`src/rtl/seq_pkg.sv`:
```
// Shared types and constants for the control sequencer: opcodes, FSM states,
// ALU control encodings and instruction field positions.
package seq_pkg;

  typedef enum logic [3:0] {
    OpNop  = 4'h0,
    OpAnd  = 4'h1,
    OpOr   = 4'h2,
    OpAdd  = 4'h3,
    OpSub  = 4'h4,
    OpAndi = 4'h5,
    OpOri  = 4'h6,
    OpAddi = 4'h7,
    OpSubi = 4'h8,
    OpHalt = 4'hF
  } op_e;

  typedef enum logic [1:0] {
    StIdle = 2'd0,
    StExec = 2'd1,
    StWb   = 2'd2,
    StHalt = 2'd3
  } state_e;

  localparam logic [1:0] ALU_AND = 2'b00;
  localparam logic [1:0] ALU_OR  = 2'b01;
  localparam logic [1:0] ALU_ADD = 2'b10;
  localparam logic [1:0] ALU_SUB = 2'b11;

  localparam int unsigned OP_MSB  = 15;
  localparam int unsigned OP_LSB  = 12;
  localparam int unsigned RD_MSB  = 11;
  localparam int unsigned RD_LSB  = 8;
  localparam int unsigned RS1_MSB = 7;
  localparam int unsigned RS1_LSB = 4;
  localparam int unsigned RS2_MSB = 3;
  localparam int unsigned RS2_LSB = 0;
  localparam int unsigned IMM_MSB = 7;

endpackage

```
`src/rtl/seq_decoder.sv`:
```
// Combinational instruction decoder: maps a 16-bit instruction word onto the
// datapath control fields plus write/halt/illegal classification.
module seq_decoder
  import seq_pkg::*;
#(
  parameter int unsigned DW = 8
) (
  input  logic [15:0]   instr_i,
  output logic [3:0]    ra1_o,
  output logic [3:0]    ra2_o,
  output logic [3:0]    wa_o,
  output logic [1:0]    alu_ctrl_o,
  output logic          alu_src_o,
  output logic [DW-1:0] imm_o,
  output logic          writes_o,
  output logic          is_halt_o,
  output logic          is_illegal_o
);

  logic [3:0] op, rd, rs1, rs2;
  logic [3:0] op_m1, op_m5;

  assign op    = instr_i[OP_MSB:OP_LSB];
  assign rd    = instr_i[RD_MSB:RD_LSB];
  assign rs1   = instr_i[RS1_MSB:RS1_LSB];
  assign rs2   = instr_i[RS2_MSB:RS2_LSB];
  assign op_m1 = op - 4'd1;
  assign op_m5 = op - 4'd5;

  always_comb begin
    ra1_o        = rs1;
    ra2_o        = rs2;
    wa_o         = rd;
    alu_ctrl_o   = ALU_AND;
    alu_src_o    = 1'b0;
    imm_o        = DW'(instr_i[IMM_MSB:0]);
    writes_o     = 1'b0;
    is_halt_o    = 1'b0;
    is_illegal_o = 1'b0;
    case (op)
      OpNop: ;
      OpAnd, OpOr, OpAdd, OpSub: begin
        alu_ctrl_o = op_m1[1:0];
        writes_o   = 1'b1;
      end
      // Immediate forms read and write the same register.
      OpAndi, OpOri, OpAddi, OpSubi: begin
        ra1_o      = rd;
        alu_ctrl_o = op_m5[1:0];
        alu_src_o  = 1'b1;
        writes_o   = 1'b1;
      end
      OpHalt:  is_halt_o    = 1'b1;
      default: is_illegal_o = 1'b1;
    endcase
  end

endmodule

```
`src/rtl/ctrl_sequencer.sv`:
```
// Control sequencer for the reg_file_alu datapath: accepts instructions, issues
// registered control fields and a one-cycle RegWrite. Option: SEQ_ILLEGAL_CNT_EN.
module ctrl_sequencer
  import seq_pkg::*;
#(
  parameter int unsigned DW    = 8,
  parameter int unsigned CNT_W = 16
) (
  input  logic             clk,
  input  logic             rst_n,
  input  logic [15:0]      instr,
  input  logic             instr_valid,
  output logic             instr_ready,
  output logic [3:0]       RA1,
  output logic [3:0]       RA2,
  output logic [3:0]       WA,
  output logic [1:0]       ALUControl,
  output logic             ALUSrc,
  output logic [DW-1:0]    imm_data,
  output logic             RegWrite,
  output logic [CNT_W-1:0] retired,
  output logic             halted,
`ifdef SEQ_ILLEGAL_CNT_EN
  output logic [7:0]       illegal_cnt,
`endif
  output logic             illegal
);

  state_e state_q, state_d, accept_state;

  logic [3:0]       ra1_q, ra1_d, ra2_q, ra2_d, wa_q, wa_d;
  logic [1:0]       alu_q, alu_d;
  logic             src_q, src_d;
  logic [DW-1:0]    imm_q, imm_d;
  logic             writes_q, writes_d;
  logic             illegal_q, illegal_d;
  logic [CNT_W-1:0] retired_q, retired_d;

  logic [3:0]    dec_ra1, dec_ra2, dec_wa;
  logic [1:0]    dec_alu;
  logic          dec_src, dec_writes, dec_halt, dec_illegal;
  logic [DW-1:0] dec_imm;
  logic          accept, issue;

  seq_decoder #(
    .DW (DW)
  ) u_decoder (
    .instr_i      (instr),
    .ra1_o        (dec_ra1),
    .ra2_o        (dec_ra2),
    .wa_o         (dec_wa),
    .alu_ctrl_o   (dec_alu),
    .alu_src_o    (dec_src),
    .imm_o        (dec_imm),
    .writes_o     (dec_writes),
    .is_halt_o    (dec_halt),
    .is_illegal_o (dec_illegal)
  );

  assign accept = instr_valid & instr_ready;
  assign issue  = accept & ~dec_halt & ~dec_illegal;

  always_ff @(posedge clk or negedge rst_n) begin
    if (!rst_n) begin
      state_q   <= StIdle;
      ra1_q     <= '0;
      ra2_q     <= '0;
      wa_q      <= '0;
      alu_q     <= '0;
      src_q     <= 1'b0;
      imm_q     <= '0;
      writes_q  <= 1'b0;
      illegal_q <= 1'b0;
      retired_q <= '0;
    end else begin
      state_q   <= state_d;
      ra1_q     <= ra1_d;
      ra2_q     <= ra2_d;
      wa_q      <= wa_d;
      alu_q     <= alu_d;
      src_q     <= src_d;
      imm_q     <= imm_d;
      writes_q  <= writes_d;
      illegal_q <= illegal_d;
      retired_q <= retired_d;
    end
  end

  always_comb begin
    if (dec_halt)         accept_state = StHalt;
    else if (dec_illegal) accept_state = StIdle;
    else                  accept_state = StExec;

    state_d = state_q;
    unique case (state_q)
      StIdle: if (accept) state_d = accept_state;
      StExec: state_d = StWb;
      StWb:   state_d = accept ? accept_state : StIdle;
      StHalt: state_d = StHalt;
    endcase
  end

  // Control registers only move on an issued ALU/NOP instruction.
  always_comb begin
    ra1_d     = ra1_q;
    ra2_d     = ra2_q;
    wa_d      = wa_q;
    alu_d     = alu_q;
    src_d     = src_q;
    imm_d     = imm_q;
    writes_d  = writes_q;
    if (issue) begin
      ra1_d    = dec_ra1;
      ra2_d    = dec_ra2;
      wa_d     = dec_wa;
      alu_d    = dec_alu;
      src_d    = dec_src;
      imm_d    = dec_imm;
      writes_d = dec_writes;
    end
    illegal_d = accept & dec_illegal;
    retired_d = (state_q == StWb) ? retired_q + CNT_W'(1) : retired_q;
  end

`ifdef SEQ_ILLEGAL_CNT_EN
  logic [7:0] ill_cnt_q, ill_cnt_d;

  always_ff @(posedge clk or negedge rst_n) begin
    if (!rst_n) ill_cnt_q <= '0;
    else        ill_cnt_q <= ill_cnt_d;
  end

  always_comb begin
    ill_cnt_d = ill_cnt_q;
    if (accept && dec_illegal && ill_cnt_q != 8'hFF) ill_cnt_d = ill_cnt_q + 8'd1;
  end

  assign illegal_cnt = ill_cnt_q;
`endif

  // Ready is gated by rst_n so nothing is offered while reset is held.
  always_comb begin
    instr_ready = rst_n & ((state_q == StIdle) | (state_q == StWb));
    RegWrite    = (state_q == StWb) & writes_q;
    halted      = (state_q == StHalt);
    RA1         = ra1_q;
    RA2         = ra2_q;
    WA          = wa_q;
    ALUControl  = alu_q;
    ALUSrc      = src_q;
    imm_data    = imm_q;
    retired     = retired_q;
    illegal     = illegal_q;
  end

endmodule
```
`config.mk`:
```
export PLATFORM = sky130hd
export DESIGN_NAME = ctrl_sequencer
export DESIGN_NICKNAME = d
export VERILOG_FILES = /design/src/rtl/seq_pkg.sv /design/src/rtl/seq_decoder.sv /design/src/rtl/ctrl_sequencer.sv
export SDC_FILE = /design/constraint.sdc
export NUM_CORES = 1
export LEC_CHECK = 0
export CAP_MARGIN = 20
export CORE_ASPECT_RATIO = 0.6
export CORE_MARGIN = 10
export CORE_UTILIZATION = 44
export CTS_CLUSTER_SIZE = 40
export DETAILED_ROUTE_END_ITERATION = 8
export PLACE_DENSITY = 0.81
export SYNTH_ARGS = -nofsm -noshare
export SYNTH_HDL_FRONTEND = slang
export SYNTH_HIERARCHICAL = 1
export SYNTH_SLANG_ARGS = --single-unit
```
`constraint.sdc`:
```
create_clock -name clk -period 2.5 [get_ports clk]
set_clock_uncertainty 0.15 [all_clocks]
set_input_delay 0.375 -clock clk [delete_from_list [all_inputs] [get_ports clk]]
set_output_delay 0.375 -clock clk [all_outputs]
set_load 0.005 [all_outputs]
```
## Word level (Yosys, flattened, before mapping)

Index checks and enable logic that the tools add are counted.

| storage, ports and cells | value |
|---|---|
| flip-flop bits (word level) | 43 |
| input bits | 19 |
| output and inout bits | 43 |
| word-level logic and storage cells | 51 |

| cells by class | value |
|---|---|
| add/subtract/negate cells | 3 |
| equality and inequality tests | 13 |
| muxes and demuxes | 11 |
| bitwise operators | 8 |
| reduce and logical (&&, ||, !) cells | 6 |

Operator list:

| cell | count |
|---|---|
| adder 16 x 1 -> 16 bit, second input constant | 1 |
| equality test 4 x 3 -> 1 bit, second input constant | 4 |
| OR reduction 10 bit | 1 |
| equality test 4 x 2 -> 1 bit, second input constant | 2 |
| equality test 4 bit, second input constant | 2 |
| one-hot mux 2 bit (4 select lines) | 1 |
| OR reduction 4 bit | 2 |
| OR reduction 8 bit | 1 |
| AND 1 bit | 6 |
| two-way mux 2 bit | 3 |
| two-way mux 1 bit | 5 |
| equality test 2 bit, second input constant | 2 |
| equality test 4 x 1 -> 1 bit, second input constant | 1 |
| zero test 4 bit | 1 |
| two-way mux 4 bit | 1 |
| one-hot mux 2 bit (2 select lines) | 1 |
| subtractor 2 x 1 -> 2 bit, second input constant | 2 |
| equality test 2 x 1 -> 1 bit, second input constant | 1 |
| zero test 2 bit | 1 |
| inequality test 2 bit, second input constant | 1 |
| NOT 1 bit | 1 |
| OR 1 bit | 1 |

## Logic depth before layout (Yosys ltp)

Gate-level depths: netlist (run 1).

| logic depth | value |
|---|---|
| depth in word-level cells | 6 |
| depth in mapped cells | 9 |
| depth with buffers taken out | 6 |

## Modules after synthesis

Netlist (run 1), hierarchy kept.

Modules (own cells, without submodules):

| module | instances | cells each | area an instance (sq um) | sequential area each (sq um) |
|---|---|---|---|---|
| ctrl_sequencer | 1 | 123 | 1838.0 | 1076.0 |
| seq_decoder | 1 | 63 | 456.7 | 0.0 |

## Worst setup path after synthesis (run 1)

Ideal clock, no wire load.

| timing | value |
|---|---|
| kind | in2reg |
| from | in instr[12] |
| to | reg alu_q[0], in the netlist ALUControl[0] |
| setup time | 0.125 ns |
| arrival | 1.935 ns |
| data required time | 2.225 ns |
| slack | 0.289 ns |
| cell stages on the path | 9 |
| path buffers | 3 |
| path through | inv_1 -> ha_1 -> buf_2 -> inv_1 -> a22o_1 -> or3_1 -> buf_6 -> buf_12 -> mux2_4 |

| between the ends | value |
|---|---|
| word-level cells in the longest chain between the ends | 5 |
| elaborated cells between the ends (all ways) | 20 |
| classes of those cells | add/sub (2); eq/ne (9); mux (2); bitwise (3); reduce/logical (4) |

Ends and longest elaborated chain:

| element | line | source |
|---|---|---|
| start: declaration | ctrl_sequencer.sv:11 | `input logic [15:0] instr,` |
| equality test 4 bit | seq_decoder.sv:40 | `case (op)` |
| two-way mux 1 bit | seq_decoder.sv:40 |  |
| NOT 1 bit | ctrl_sequencer.sv:61 | `assign issue = accept & ~dec_halt & ~dec_illegal;` |
| AND 1 bit (2 in a row) | ctrl_sequencer.sv:61 |  |
| end signal: assignment | ctrl_sequencer.sv:80 | `alu_q <= alu_d;` |
| end: declaration | ctrl_sequencer.sv:32 | `logic [1:0] alu_q, alu_d;` |

Parallel ways exist; a longest one is shown, timed or not.
A chain may end at the register's enable or synchronous reset.

## Worst setup path in the final report (run 1)

| timing | value |
|---|---|
| from | in instr[12] |
| to | reg wa_q[2], in the netlist WA[2] |

| between the ends | value |
|---|---|
| word-level cells in the longest chain between the ends | 5 |
| elaborated cells between the ends (all ways) | 15 |
| classes of those cells | eq/ne (9); mux (1); bitwise (3); reduce/logical (2) |

Ends and longest elaborated chain:

| element | line | source |
|---|---|---|
| equality test 4 bit | seq_decoder.sv:40 |  |
| two-way mux 1 bit | seq_decoder.sv:40 |  |
| NOT 1 bit | ctrl_sequencer.sv:61 |  |
| AND 1 bit | ctrl_sequencer.sv:61 |  |
| AND 1 bit * | ctrl_sequencer.sv:61 |  |
| end signal: assignment | ctrl_sequencer.sv:79 | `wa_q <= wa_d;` |
| end: declaration | ctrl_sequencer.sv:31 | `logic [3:0] ra1_q, ra1_d, ra2_q, ra2_d, wa_q, wa_d;` |

Every way passes the cells marked *; elsewhere a longest branch is shown, timed or not.

==> summary.txt, run 1 <==
Status
  • Outcome: completed

Placed design
  • Post-DP Area: 2920 um^2
  • Gpl congestion: 0.817
  • # placed instances: 308
  • Buffers added on ports: between 60 and 70
  • Post-DP HPWL: about 4.2 mm

Timing
  • Tcrit/Tclk final: 95.4%
  • Final setup fails: 0
  • Post-layout min period: ~2.4 ns
  • F_max: 419 MHz
  • Hold Fails Final Rpt: 0
  • Max_slew headroom: between 60% and 70%
  • Sum Neg Setup Slack: 0 ns
  • Worst hold slack: approximately 0.0032 ns
  • RSZ-0062 raised after global routing: no
  • Fin. max-slew vios: 0
  • Measured slew at the worst slew-check pin: ~0.55 ns

Clock tree
  • CTS tree: done
  • H-tree depth: 2
  • CTS Sinks: 43
  • Insertion delay to the later sink of the worst-skew pair: between 0.2 and 0.3 ns
  • # hold bufs at CTS: 0
  • CTS Buf Count: 5
  • # resized after CTS: 0
  • Reg clk slew, reported paths: 0.09 ns
  • CTS root buf: clkbuf_8
  • Clock Path Buffers: 2
  • Post-CTS repair timing setup buffer count: 0

Critical path
  • Buffers & Inverters on Critical Path: 3
  • Worst-path fanout max: 16
  • Critical Path RT: between 2 and 3 ns
  • Slowest CP cell: clkdlybuf4s50_1
  • CP Class: primary input to flip-flop
  • Startpoint Class: primary input
  • Crit end category: flip-flop
  • Top delay family on crit path: buffers and inverters
  • Critical-path cell list: clkdlybuf4s50_1, inv_1, ha_1, nor3_2, a22o_1, or3_1, buf_4, mux2_4
  • Slowest stage delay, CP: about 0.47 ns
  • CP arrival: roughly 2.4 ns

Detailed routing
  • Routed WL per cell: ~17 um
  • DRT Wirelength: approximately 5.4 mm
  • 1st-iter DRT viols: between 70 and 80
  • Vias per Instance: approximately 5.0
  • # DRC: 0
  • DRT Pass-1 Iters: 4
  • ANT nets after route: 0
  • DR vias: ~1600

GRT
  • Vias in the first global route: 1704
  • Largest net degree at the start of global routing: 45
  • Total congestion overflow: 0
  • Initial antenna violation count: 0
  • Global-route wire length before repair: between 8 and 9 mm
  • GRT Total Usage: roughly 12%

Floorplanning
  • Ports: 62
  • # rows: 20
  • Die width: 113 um
  • Core area: between 5000 and 6000 um^2
  • Starting density of the core: roughly 45%
  • DIE AREA: between 8000 and 9000 um^2
  • Die height: ~76 um

Run
  • Max_cap viols: 0

Layout
  • Leading cell type in the layout, fill and taps excluded: clkdlybuf4s50_1
  • Post-route insts no fill: between 300 and 400
  • Diode count: 0
  • Final nets: 273
  • Commonest cells after routing, fill and taps aside: 60 x clkdlybuf4s50_1, 43 x dfrtp_1, 20 x mux2_4
  • Finished Cell Area: a little over 3000 um^2
  • Fillers: around 440
  • Post-layout util: roughly three fifths
  • Share of layout cells above drive strength 1: a little under a quarter
  • P&R area growth vs syn: 32.0%

Power
  • Power Density: 706 nW/um^2
  • Pleak: 1.38 nW
  • Worst VDD drop: 0.513 mV

Hold path
  • Hold Path Class: primary input to async pin

Synthesis
  • Syn Area/Cell: 12.3 um^2
  • Synthesized area: ~2300 um^2
  • Post-Synthesis Cells: approximately 190
  • Yosys reg bits: 43
  • Synth Net Count: 210
  • Seq/Total Area, Yosys: 46.9%
  • Synth warn: 6
  • Unique masters post-synth: 41
[Yosys cell counts]
cell type	instances	area share [%]
a211o_1	4	1.5
a21o_1	1	0.33
a21oi_1	6	1.3
a22o_1	1	0.38
a31o_2	1	0.38
and2_1	1	0.27
and2_2	1	0.33
and3_1	2	0.55
and3_2	1	0.33
and4_1	2	0.76
and4b_2	1	0.49
buf_12	2	1.7
buf_2	3	0.65
buf_4	16	5.2
buf_6	1	0.49
dfrtp_1	43	47
ha_1	5	2.7
inv_1	4	0.65
mux2_2	5	2.5
mux2_4	20	13
mux2i_1	1	0.44
nand2_1	9	1.5
nand2b_1	7	1.9
nand3_1	6	1.3
nand4_1	2	0.55
nand4b_1	1	0.38
nor2_1	3	0.49
nor2b_1	2	0.55
nor2b_2	1	0.38
nor3_1	1	0.22
nor3_2	1	0.44
nor4_1	1	0.27
o21bai_1	1	0.33
o221ai_1	4	1.5
o22ai_1	1	0.27
o31ai_1	4	1.3
or2_2	1	0.27
or3_1	1	0.27
or4_1	4	1.3
xnor2_1	10	3.8
xor2_1	5	1.9
[path summary, 6_finish.rpt]
check | from | endpoint | slack (ns) | cells past startpoint
hold reg to reg | retired[15] | retired[15] | 0.33 | 1
min in group clk | retired[15] | retired[15] | 0.33 | 1
hold / removal | rst_n | retired[2] | 0.003 | 2
setup / recovery | instr[12] | WA[2] | 0.11 | 8
max in group asynchronous | rst_n | retired[12] | 1.82 | 2
setup reg to reg | state_q[0] | WA[2] | 0.60 | 5
[report_power, final]
group / leakage [nW] / internal [mW] / switching, mW
clock network: 0.0505 / 0.252 / 0.245
logic: 0.786 / 0.476 / 0.212
registers: 0.546 / 0.844 / 0.111
total: 1.38 / 1.57 / 0.568
[logic make-up after synthesis]
| family | count (synthesis) | share of synthesized area [%] |
|---|---|---|
| fa+ha+maj | 5 | 2.73 |
| xor+xnor | 15 | 5.72 |
| flops | 43 | 46.9 |
| compound gates | 23 | 7.36 |
| mux | 26 | 16.0 |
| simple gates | 48 | 12.5 |
| buf+inv | 26 | 8.78 |
[area by class of cell]
class                           count  area, um^2  share of cell area [%]
Timing Repair Buffer               78         733                    24.2
Tap cell                           66        82.6                    2.73
Inverter                            4        15.0                   0.496
Multi-Input combinational cell    117        1020                    33.6
Sequential cell                    43        1080                    35.5
Clock buffer                        7        96.3                    3.18
Clock inverter                      1        7.51                   0.248
[layer usage]
metal  vias to the layer above  share of wire (%)  track usage, %  wire, um
met5                         -                  0               0         0
met3                         4                7.1            5.27       386
li1                        768                  -               -         -
met2                        40                 44            18.1      2370
met1                       777                 49            16.9      2650
met4                         0               0.64            2.27        35
[sequential cells by signal, summed over array words and instances (netlist names)]
signal,flops
imm_data,8
WA,4
illegal,1
ALUControl,2
writes_q,1
ALUSrc,1
retired,16
state_q,2
RA2,4
RA1,4
[metrics by stage]
step           total power, mW  setup slack, ns
6_report                  2.14            0.114
5_1_grt                   2.26          0.00132
4_1_cts                   2.17            0.114
3_5_place_dp              1.67           -0.200
3_3_place_gp              1.65           -0.116
2_1_floorplan             1.25            0.289
(Power assumes the default switching activity.)
==> inputs of run 2 (changes only) <==
- SETUP_SLACK_MARGIN: unset -> 0.15
==> summary.txt, run 2 (same netlist as run 1, synthesis figures left out) <==
Layout
  • Share of layout cells above drive strength 1: around 24%
  • Final nets: 273
  • Finished Cell Area: roughly 3000 um^2
  • Commonest cells after routing, fill and taps aside: 58 x clkdlybuf4s50_1, 43 x dfrtp_1, 20 x mux2_4
  • Post-layout util: 60.2%
  • Leading cell type in the layout, fill and taps excluded: clkdlybuf4s50_1
  • Max reg flops: 16
  • Post-route insts no fill: about 320
  • P&R area growth vs syn: 32.7%
  • Diode count: 0

Clock tree
  • H-tree depth: 2
  • Reg clk slew, reported paths: roughly 0.08 ns
  • # hold bufs at CTS: 0
  • Insertion delay to the later sink of the worst-skew pair: slightly below 0.3 ns
  • CTS tree: done
  • CTS root buf: clkbuf_8
  • CTS Buf Count: 5
  • Post-CTS repair timing setup buffer count: 0
  • Clock Path Buffers: 2
  • CTS Sinks: 43

Critical path
  • Critical Path RT: 2.52 ns
  • Crit end category: flip-flop
  • CP Class: primary input to flip-flop
  • Slowest stage delay, CP: ~0.62 ns
  • Critical-path cell list: clkdlybuf4s50_1, mux2i_1, a22o_1, or3_1, buf_4, mux2_4
  • CP arrival: approximately 2.2 ns
  • CP Depth: 6
  • Top delay family on crit path: buffers and inverters
  • R2R depth: 5
  • Worst-path fanout max: 8
  • Buffers & Inverters on Critical Path: 2
  • Slowest CP cell: clkdlybuf4s50_1
  • Startpoint Class: primary input

Placed design
  • Gpl congestion: about 0.82
  • Post-DP Area: roughly 3000 um^2
  • Post-DP HPWL: approximately 4.2 mm
  • Buffers added on ports: 61
  • # placed instances: just over 300
  • Pre-CTS WS: -0.200 ns

Timing
  • Measured slew at the worst slew-check pin: approximately 0.56 ns
  • Final setup fails: 0
  • Max_slew headroom: 63.0%
  • Hold Fails Final Rpt: 0
  • RSZ-0062 raised after global routing: no
  • Worst hold slack: just under 0.008 ns
  • F_max: 457 MHz
  • Tcrit/Tclk final: between 80% and 90%
  • Sum Neg Setup Slack: 0 ns
  • Setup WS post-layout: between 0.3 and 0.4 ns
  • Fin. max-slew vios: 0
  • Post-layout min period: about 2.2 ns

Floorplanning
  • # rows: 20
  • DIE AREA: roughly 8600 um^2
  • Starting density of the core: 45.4%
  • Core area: 5050 um^2
  • Ports: just over 60
  • Die height: ~76 um
  • Die width: 113 um

Status
  • Outcome: completed

GRT
  • Initial antenna violation count: 0
  • Vias in the first global route: roughly 1700
  • GRT Total Usage: between 10% and 20%
  • Total congestion overflow: 0
  • Global-route wire length before repair: around 9.0 mm
  • Largest net degree at the start of global routing: 45

Power
  • Worst VDD drop: 0.515 mV
  • Pleak: around 1.4 nW
  • Power Density: around 700 nW/um^2
  • Power Total: roughly 2.1 mW

Detailed routing
  • ANT nets after route: 0
  • # DRC: 0
  • DRT Wirelength: between 5 and 6 mm
  • DR vias: around 1600
  • DRT Pass-1 Iters: 4
  • Vias per Instance: roughly 5
  • 1st-iter DRT viols: between 70 and 80
  • Routed WL per cell: 17.2 um

Run
  • Max_cap viols: 0

Hold path
  • Hold Path Class: primary input to async pin
==> run 2: changes by cell type in the layout (fill, tap and decap cells not counted), sizes merged <==
| cell | previous run | this run |
|---|---|---|
| clkdlybuf4s50 | 60 | 58 |
| dlymetal6s2s | 0 | 2 |
==> run 2: what timing repair did <==
item | CTS | global route
cloned | 0 | 0
endpoints found under the setup margin | 16 | 24
pin swaps | 0 | 1
gates resized for setup | 1 | 5
==> run 2: area by class of cell <==
cell class	count	area, um^2
timing repair buffer	78	742
sequential	43	1080
clock inverter	1	7.51
inverter	4	15.0
clock buffer	7	96.3
fill	440	2010
tap	66	82.6
multi-input combinational	117	1030
==> run 2: routing by layer <==
| metal | routed length (um) | vias up | share of wire [%] | GRT usage (%) |
|---|---|---|---|---|
| met5 | 0 | - | 0 | 0 |
| met3 | 367 | 2 | 6.8 | 5.27 |
| met4 | 27 | 0 | 0.50 | 2.27 |
| met1 | 2660 | 769 | 49 | 16.9 |
| li1 | - | 769 | - | - |
| met2 | 2380 | 40 | 44 | 18.1 |
==> run 2: where the power goes <==
part	total [mW]	internal (mW)	switching (mW)
sequential	0.955	0.844	0.111
clock	0.494	0.252	0.242
combinational	0.689	0.477	0.212
total	2.14	1.57	0.566
==> run 2: worst paths after layout <==
check / from / to / slack, ns
max: instr[14] / ALUControl[1] / 0.31
min: rst_n / retired[2] / 0.008
max reg2reg: state_q[0] / ALUControl[1] / 0.63
min reg2reg: retired[15] / retired[15] / 0.33
max in group asynchronous: rst_n / WA[0] / 1.81
min in group clk: retired[15] / retired[15] / 0.33
